**src/rtl/flash_burst_loader_pkg.sv**
```systemverilog
// Shared constants for the flash-to-burst-RAM boot loader: SPI command,
// bit counts and the loader state encoding.
package flash_burst_loader_pkg;

    localparam logic [7:0] FLASH_CMD_READ    = 8'h03;
    localparam int         SPI_BITS_PER_BYTE = 8;
    localparam int         SPI_CMD_BITS      = 32;

    typedef logic [2:0] state_t;

    localparam state_t WAIT_CALIB = 3'd0;
    localparam state_t CMD        = 3'd1;
    localparam state_t RECV       = 3'd2;
    localparam state_t WAIT_RAM   = 3'd3;
    localparam state_t WRITE      = 3'd4;
    localparam state_t DONE       = 3'd5;

endpackage

```
**src/rtl/flash_burst_loader_spi_byte_shifter.sv**
```systemverilog
// SPI mode-0 byte shifter running at clk/2. While i_run is high it streams
// bytes back to back: the next transmit byte is taken from i_tx_byte on the
// falling SCLK edge that ends a byte. i_stall holds SCLK low between bits so
// the flash clock pauses instead of restarting.
module flash_burst_loader_spi_byte_shifter
    import flash_burst_loader_pkg::*;
(
    input  logic       i_clk,
    input  logic       i_rst,
    input  logic       i_run,
    input  logic       i_stall,
    input  logic [7:0] i_tx_byte,
    input  logic       i_miso,
    output logic       o_sclk,
    output logic       o_mosi,
    output logic       o_byte_valid,
    output logic [7:0] o_rx_byte
);

    localparam logic [2:0] LAST_BIT = 3'(SPI_BITS_PER_BYTE - 1);

    logic       r_sclk;
    logic       r_mosi;
    logic       r_primed;
    logic       r_byte_valid;
    logic [2:0] r_bit_idx;
    logic [7:0] r_tx;
    logic [7:0] r_rx;

    // Bit engine: present MOSI while SCLK is low, sample MISO as SCLK rises.
    always_ff @(posedge i_clk) begin
        if (i_rst || !i_run) begin
            r_sclk       <= 1'b0;
            r_mosi       <= 1'b0;
            r_primed     <= 1'b0;
            r_byte_valid <= 1'b0;
            r_bit_idx    <= 3'd0;
            r_tx         <= 8'h00;
            r_rx         <= 8'h00;
        end else if (!r_primed) begin
            r_primed     <= 1'b1;
            r_sclk       <= 1'b0;
            r_mosi       <= i_tx_byte[7];
            r_tx         <= {i_tx_byte[6:0], 1'b0};
            r_bit_idx    <= 3'd0;
            r_byte_valid <= 1'b0;
        end else if (r_sclk) begin
            r_sclk       <= 1'b0;
            r_byte_valid <= 1'b0;
            if (r_bit_idx == LAST_BIT) begin
                r_mosi    <= i_tx_byte[7];
                r_tx      <= {i_tx_byte[6:0], 1'b0};
                r_bit_idx <= 3'd0;
            end else begin
                r_mosi    <= r_tx[7];
                r_tx      <= {r_tx[6:0], 1'b0};
                r_bit_idx <= r_bit_idx + 3'd1;
            end
        end else if (!i_stall) begin
            r_sclk       <= 1'b1;
            r_rx         <= {r_rx[6:0], i_miso};
            r_byte_valid <= (r_bit_idx == LAST_BIT);
        end else begin
            r_byte_valid <= 1'b0;
        end
    end

    assign o_sclk       = r_sclk;
    assign o_mosi       = r_mosi;
    assign o_byte_valid = r_byte_valid;
    assign o_rx_byte    = r_rx;

endmodule

```
**src/rtl/flash_burst_loader.sv**
```systemverilog
// Boot-time copier: after the burst RAM reports calibration, reads a
// contiguous image from SPI flash (READ 0x03), packs bytes LSB-first into
// burst-RAM words, and writes them out as fixed-length bursts until the
// configured number of bursts is stored, then raises a sticky done.
module flash_burst_loader
    import flash_burst_loader_pkg::*;
#(
    parameter int          BURST_RAM_DEPTH_BITWIDTH = 4,
    parameter int          BURST_DATA_WIDTH         = 64,
    parameter int          BURST_LEN                = 4,
    parameter int          TRANSFER_BURST_COUNT     = 4,
    parameter logic [23:0] FLASH_READ_ADDR          = 24'h0,
    parameter int          START_RAM_ADDR           = 0
) (
    input  logic                                i_clk,
    input  logic                                i_rst,
    input  logic                                i_br_init_calib,
    input  logic                                i_br_busy,
    output logic                                o_br_cmd,
    output logic                                o_br_cmd_en,
    output logic [BURST_RAM_DEPTH_BITWIDTH-1:0] o_br_addr,
    output logic [BURST_DATA_WIDTH-1:0]         o_br_wr_data,
    output logic [BURST_DATA_WIDTH/8-1:0]       o_br_data_mask,
    output logic                                o_flash_clk,
    input  logic                                i_flash_miso,
    output logic                                o_flash_mosi,
    output logic                                o_flash_cs,
    output logic                                o_done
);

    localparam int AW             = BURST_RAM_DEPTH_BITWIDTH;
    localparam int DW             = BURST_DATA_WIDTH;
    localparam int BYTES_PER_WORD = DW / 8;
    localparam int BYTE_IDX_W     = (BYTES_PER_WORD > 1) ? $clog2(BYTES_PER_WORD) : 1;
    localparam int WORD_IDX_W     = (BURST_LEN > 1) ? $clog2(BURST_LEN) : 1;
    localparam int WR_IDX_W       = $clog2(BURST_LEN + 1);
    localparam int BURST_CNT_W    = (TRANSFER_BURST_COUNT > 1) ? $clog2(TRANSFER_BURST_COUNT) : 1;

    localparam logic [BYTE_IDX_W-1:0]  LAST_BYTE     = BYTE_IDX_W'(BYTES_PER_WORD - 1);
    localparam logic [WORD_IDX_W-1:0]  LAST_WORD     = WORD_IDX_W'(BURST_LEN - 1);
    localparam logic [WR_IDX_W-1:0]    WR_END        = WR_IDX_W'(BURST_LEN);
    localparam logic [BURST_CNT_W-1:0] LAST_BURST    = BURST_CNT_W'(TRANSFER_BURST_COUNT - 1);
    localparam logic [1:0]             LAST_CMD_BYTE = 2'(SPI_CMD_BITS / SPI_BITS_PER_BYTE - 1);
    localparam logic [AW-1:0]          ADDR_START    = AW'(START_RAM_ADDR);
    localparam logic [AW-1:0]          ADDR_STEP     = AW'(BURST_LEN);

    state_t                  r_state;
    logic                    r_cs;
    logic [SPI_CMD_BITS-1:0] r_cmd_shift;
    logic [1:0]              r_cmd_byte_cnt;
    logic [BYTE_IDX_W-1:0]   r_byte_idx;
    logic [DW-1:0]           r_word_acc;
    logic [WORD_IDX_W-1:0]   r_word_cnt;
    logic [WR_IDX_W-1:0]     r_wr_idx;
    logic [BURST_CNT_W-1:0]  r_burst_cnt;
    logic [AW-1:0]           r_base;
    logic                    r_cmd_en;
    logic                    r_cmd;
    logic [AW-1:0]           r_addr;
    logic [DW-1:0]           r_wr_data;
    logic                    r_done;
    logic [DW-1:0]           r_buf [BURST_LEN];

    logic                    w_run;
    logic                    w_stall;
    logic [7:0]              w_tx_byte;
    logic                    w_byte_valid;
    logic [7:0]              w_rx_byte;
    logic [DW-1:0]           w_new_word;
    logic                    w_word_done;

    // The flash link runs from command start until the copy finishes; it is
    // paused whenever the burst buffer is full or being drained.
    assign w_run   = (r_state == CMD) || (r_state == RECV) ||
                     (r_state == WAIT_RAM) || (r_state == WRITE);
    assign w_stall = (r_state == WAIT_RAM) || (r_state == WRITE);

    // The shifter loads the next byte in the cycle a byte completes, before
    // the command register has shifted, so look one byte ahead then.
    assign w_tx_byte = w_byte_valid ? r_cmd_shift[SPI_CMD_BITS-9 -: 8]
                                    : r_cmd_shift[SPI_CMD_BITS-1 -: 8];

    flash_burst_loader_spi_byte_shifter u_spi_byte_shifter (
        .i_clk        (i_clk),
        .i_rst        (i_rst),
        .i_run        (w_run),
        .i_stall      (w_stall),
        .i_tx_byte    (w_tx_byte),
        .i_miso       (i_flash_miso),
        .o_sclk       (o_flash_clk),
        .o_mosi       (o_flash_mosi),
        .o_byte_valid (w_byte_valid),
        .o_rx_byte    (w_rx_byte)
    );

    // Merge the freshly received byte into its lane of the word being built.
    always_comb begin
        w_new_word = r_word_acc;
        w_new_word[int'(r_byte_idx) * 8 +: 8] = w_rx_byte;
    end

    assign w_word_done = (r_state == RECV) && w_byte_valid && (r_byte_idx == LAST_BYTE);

    // Burst buffer: a completed word is parked until the burst is written out.
    always_ff @(posedge i_clk) begin
        if (w_word_done) begin
            r_buf[r_word_cnt] <= w_new_word;
        end
    end

    // Loader sequencing: calibration wait, flash command, packing, burst writes.
    always_ff @(posedge i_clk) begin
        if (i_rst) begin
            r_state        <= WAIT_CALIB;
            r_cs           <= 1'b1;
            r_cmd_shift    <= '0;
            r_cmd_byte_cnt <= 2'd0;
            r_byte_idx     <= '0;
            r_word_acc     <= '0;
            r_word_cnt     <= '0;
            r_wr_idx       <= '0;
            r_burst_cnt    <= '0;
            r_base         <= ADDR_START;
            r_cmd_en       <= 1'b0;
            r_cmd          <= 1'b0;
            r_addr         <= '0;
            r_wr_data      <= '0;
            r_done         <= 1'b0;
        end else begin
            r_cmd_en <= 1'b0;
            r_cmd    <= 1'b0;
            case (r_state)
                WAIT_CALIB: begin
                    if (i_br_init_calib) begin
                        r_state        <= CMD;
                        r_cs           <= 1'b0;
                        r_cmd_shift    <= {FLASH_CMD_READ, FLASH_READ_ADDR};
                        r_cmd_byte_cnt <= 2'd0;
                    end
                end
                CMD: begin
                    if (w_byte_valid) begin
                        r_cmd_shift    <= {r_cmd_shift[SPI_CMD_BITS-9:0], 8'h00};
                        r_cmd_byte_cnt <= r_cmd_byte_cnt + 2'd1;
                        if (r_cmd_byte_cnt == LAST_CMD_BYTE) begin
                            r_state <= RECV;
                        end
                    end
                end
                RECV: begin
                    if (w_byte_valid) begin
                        r_word_acc <= w_new_word;
                        if (r_byte_idx == LAST_BYTE) begin
                            r_byte_idx <= '0;
                            if (r_word_cnt == LAST_WORD) begin
                                r_word_cnt <= '0;
                                r_state    <= WAIT_RAM;
                            end else begin
                                r_word_cnt <= r_word_cnt + 1'b1;
                            end
                        end else begin
                            r_byte_idx <= r_byte_idx + 1'b1;
                        end
                    end
                end
                WAIT_RAM: begin
                    if (!i_br_busy) begin
                        r_state   <= WRITE;
                        r_cmd_en  <= 1'b1;
                        r_cmd     <= 1'b1;
                        r_addr    <= r_base;
                        r_wr_data <= r_buf[0];
                        r_wr_idx  <= WR_IDX_W'(1);
                    end
                end
                WRITE: begin
                    if (r_wr_idx == WR_END) begin
                        r_wr_idx    <= '0;
                        r_base      <= r_base + ADDR_STEP;
                        r_burst_cnt <= r_burst_cnt + 1'b1;
                        if (r_burst_cnt == LAST_BURST) begin
                            r_state <= DONE;
                            r_cs    <= 1'b1;
                            r_done  <= 1'b1;
                        end else begin
                            r_state <= RECV;
                        end
                    end else begin
                        r_wr_data <= r_buf[r_wr_idx[WORD_IDX_W-1:0]];
                        r_wr_idx  <= r_wr_idx + 1'b1;
                    end
                end
                DONE: begin
                    r_cs   <= 1'b1;
                    r_done <= 1'b1;
                end
                default: begin
                    r_state <= WAIT_CALIB;
                    r_cs    <= 1'b1;
                end
            endcase
        end
    end

    assign o_br_cmd       = r_cmd;
    assign o_br_cmd_en    = r_cmd_en;
    assign o_br_addr      = r_addr;
    assign o_br_wr_data   = r_wr_data;
    assign o_br_data_mask = '0;
    assign o_flash_cs     = r_cs;
    assign o_done         = r_done;

endmodule
```
**config.mk**
```make
export PLATFORM = sky130hd
export DESIGN_NAME = flash_burst_loader
export DESIGN_NICKNAME = d
export VERILOG_FILES = /design/src/rtl/flash_burst_loader_pkg.sv /design/src/rtl/flash_burst_loader_spi_byte_shifter.sv /design/src/rtl/flash_burst_loader.sv
export SDC_FILE = /design/constraint.sdc
export NUM_CORES = 1
export LEC_CHECK = 0
export BUFFER_PORTS_ARGS = -buffer_cell sky130_fd_sc_hd__clkbuf_2
export CORE_ASPECT_RATIO = 1.25
export CORE_MARGIN = 3
export CORE_UTILIZATION = 45
export DETAILED_ROUTE_END_ITERATION = 10
export GPL_ROUTABILITY_DRIVEN = 0
export GPL_TIMING_DRIVEN = 0
export SETUP_SLACK_MARGIN = 0.05
export SLEW_MARGIN = 20
export SYNTH_ARGS = -nofsm -noshare
export SYNTH_HDL_FRONTEND = slang
export SYNTH_SLANG_ARGS = --single-unit
```
**constraint.sdc**
```tcl
create_clock -name i_clk -period 3.4 [get_ports i_clk]
set_input_delay 0.17 -clock i_clk [delete_from_list [all_inputs] [get_ports i_clk]]
set_output_delay 0.17 -clock i_clk [all_outputs]
set_load 0.005 [all_outputs]
```
==> impl_metrics.csv <==
group,metric,value,unit
finish,antenna_cells,0,
logic_synthesis,yosys.area.top_type_share,44.0,%
floorplan,die_area,41300,um2
logic_synthesis,yosysTopAreaCell,"edfxtp_1",
run_status,outcome,"finished clean",
worst_setup_path,crit_family,"compound AO/OA/AOI/OAI gates",
floorplan,rows,80,
job,drv_cap,0,
worst_setup_path,slowest_stage,"o21ai_0",
pwr,power.total,0.0108,W
detailed_routing,vias,11579,
worst_setup_path,crit_chain,"buf_2, inv_1, ha_1, ha_1, nor2b_1, clkbuf_1, nand2_1, o21ai_0",
logic_synthesis,ys.flop_type,"edfxtp_1",
pwr,clkPwrFrac,42.6,%
sta,drv_slew,0,
pwr,internal-power,0.00840,W
floorplan,core,38200,um2
pwr,power_density,541,nW/um2
pwr,ir_worst_vdd,0.000399,V
place,dp_hpwl,28500,um
logic_synthesis,synth_warnings,0,
sta,final.setup_skew,0.0318,ns
detailed_routing,drc,0,
pwr,p_seq_share,51.8,%
pwr,power_switching,0.00242,W
floorplan,io_pins,87,
detailed_routing,drtAntennaViolNets,0,
cts,tritoncts,"done",
pwr,leakagePower,7.13,nW
detailed_routing,drt_pre_antenna_iters,5,
worst_setup_path,endpoint_kind,"flop",
sta,fmax,322,MHz
cts,clockBufferDepth,3,
cts,ctsResizeCount,0,
hold_path,hold_path_class,"primary input to flop",
global_route,grt_pass1_vias,11512,
sta,finalHoldViolCount,0,
sta,finalSetupViolCount,0,
sta,finalSetupTns,0,ns
sta,post-route-period-util,91.3,%
detailed_routing,routed_wl,43400,um
finish,final_cell_mix,"edfxtp_1, dfxtp_1, nor2_1, nand2_1, inv_1",
place,dp.cells,2026,
worst_setup_path,path_class,"flop to flop",
logic_synthesis,synth_edf_count,256,
worst_setup_path,setup.worst_path.start_class,"flop",
floorplan,die-width,182,um
global_route,grt_max_degree,38,
pwr,swShare,22.4,%
logic_synthesis,synth.avg_cell_area,12.1,um2
finish,drive_gt1_share,17.3,%
sta,hold_ws,0.139,ns
logic_synthesis,synthesis.instances,1446,
logic_synthesis,synth_area_leaders,"edfxtp_1, dfxtp_1, a2111oi_2",
worst_setup_path,worstPathRequired,3.66,ns
finish,final_cells,2107,
cts,clk_pin_slew,0.06,ns
floorplan,start_util,45.7,%
finish,syn_to_final_growth,14.3,%
worst_setup_path,cpPeakStageDelay,0.72,ns
worst_setup_path,critPathBufInv,3,
global_route,antenna_found_initial,0,
place,io_buffers,75,
cts,cts.sink_count,431,
global_route,grt-ovfl-total,0,
worst_setup_path,worstPathArrival,3.36,ns
sta,fin_crit,3.10,ns
detailed_routing,drt_iter0_drc,923,
worst_setup_path,crit_top_cell,"ha_1",
logic_synthesis,ys_seq_area_share,64.0,%
cts,cts_root_buf,"clkbuf_16",
sta,slew-limit-headroom,29.4,%
detailed_routing,routedWlPerCell,20.6,um
logic_synthesis,syn_area,17500,um2
cts,htreeDepth,2,
finish,final_common_cell,"edfxtp_1",
cts,clock_latency,0.56,ns
sta,tightest_slew,1.06,ns
cts,cts_buffers,43,
global_route,grt_usage,20.8,%
finish,fill_cells,3338,
worst_setup_path,crit_path_max_fanout,10,
detailed_routing,vias_per_cell,5.50,
global_route,grt_pass1_wl,66500,um
logic_synthesis,yosysUniqueCellTypes,58,
pwr,combPwrFrac,5.6,%
finish,layout.nets,1600,
sta,rsz0062_at_grt,"false",
logic_synthesis,async_flop_share,0,%
logic_synthesis,synth-seq-cells,431,
cts,postCtsSetupBuffers,0,
floorplan,chipHeight,226,um
==> final timing paths <==
path	from	to	slack (ns)	depth (start not counted)
worst max register to register	r_byte_idx[0]$_SDFFE_PP0N_	r_buf[2][44]$_DFFE_PP_	0.30	8
worst max-delay path	r_byte_idx[0]$_SDFFE_PP0N_	r_buf[2][44]$_DFFE_PP_	0.30	8
worst min register to register	o_br_addr[2]$_SDFFE_PP0P_	o_br_addr[2]$_SDFFE_PP0P_	0.46	2
worst min-delay path	i_br_init_calib	o_flash_cs$_SDFFE_PP1P_	0.14	4
==> synth_stat cells, types with 15 or more instances <==
cell type,n
a2111oi_2,60
clkbuf_1,56
o21ai_0,63
a21oi_1,37
and2_1,18
nand2_1,100
edfxtp_1,256
nand2b_1,16
ha_1,15
nor3_1,64
dfxtp_1,175
a211oi_1,71
buf_2,31
inv_1,78
nor2_1,154
mux2i_1,69
o22ai_1,63
==> sequential cells by signal, indices dropped and copies added, names as in the netlist, 7 cells and up, named ones only <==
| name | count |
|---|---|
| u_spi_byte_shifter.r_tx | 7 |
| o_br_wr_data | 64 |
| r_word_acc | 64 |
| u_spi_byte_shifter.o_rx_byte | 8 |
| r_buf | 256 |
==> per-layer routing <==
layer	track usage, %	up-vias	part of all wire (%)
met5	0	-	0
met4	7.23	0	2.9
met3	2.58	83	3.8
met2	36.4	264	50
met1	26.9	5691	43
li1	-	5541	-
==> tightest hold or removal path, delay by kind of cell <==
| kind | cells | cell delay, ns |
|---|---|---|
| and+or+nand+nor | 1 | 0.09 |
| muxes | 1 | 0.15 |
| AOI/OAI and AO/OA | 1 | 0.14 |
| buffers and inverters | 1 | 0.09 |
==> power groups by stage <==
stage | Sequential [W] | Combinational (W) | Clock, W
floorplan | 0.00571 | 0.000404 | 0
global placement | 0.00571 | 0.000607 | 0
detailed placement | 0.00571 | 0.000614 | 0
CTS | 0.00560 | 0.000617 | 0.00469
global route | 0.00561 | 0.000677 | 0.00488
finish | 0.00560 | 0.000609 | 0.00461
==> area by class of cell <==
class / count / area, um2 / share of cell area, %
repair buffers: 80 / 465 / 2.33
flip-flops and latches: 431 / 11200 / 56.0
inverters: 81 / 304 / 1.52
clock inverters: 17 / 146 / 0.733
well taps: 492 / 616 / 3.08
multi-input cells: 826 / 5440 / 27.2
plain buffers: 117 / 607 / 3.04
clock buffers: 63 / 1210 / 6.07
==> logic make-up after synthesis <==
family / Yosys count / synth area share, %
muxes: 69 / 3.95
adders and majority gates: 15 / 1.07
other: 1 / 0.0214
buffers and inverters: 198 / 5.20
and+or+nand+nor: 419 / 11.3
AOI/OAI and AO/OA: 310 / 14.3
xor gates and xnor gates: 3 / 0.150
DFF: 431 / 64.0
==> stage by stage <==
stage	cell area, um2	setup WS (ns)	util, %
floorplan	17500	0.182	-
global placement	18500	-1.40	48.4
detailed placement	18600	0.330	48.7
CTS	20000	0.316	52.3
global route	20000	0.151	52.3
finish	20000	0.297	52.3
==> timing repair <==
| item | in CTS | in global routing |
|---|---|---|
| hold endpoints to repair | 1 | 0 |
| hold buffers | 1 | 0 |
| setup endpoints to repair | 0 | 0 |
No activity file was read; power rests on OpenSTA's default activity.
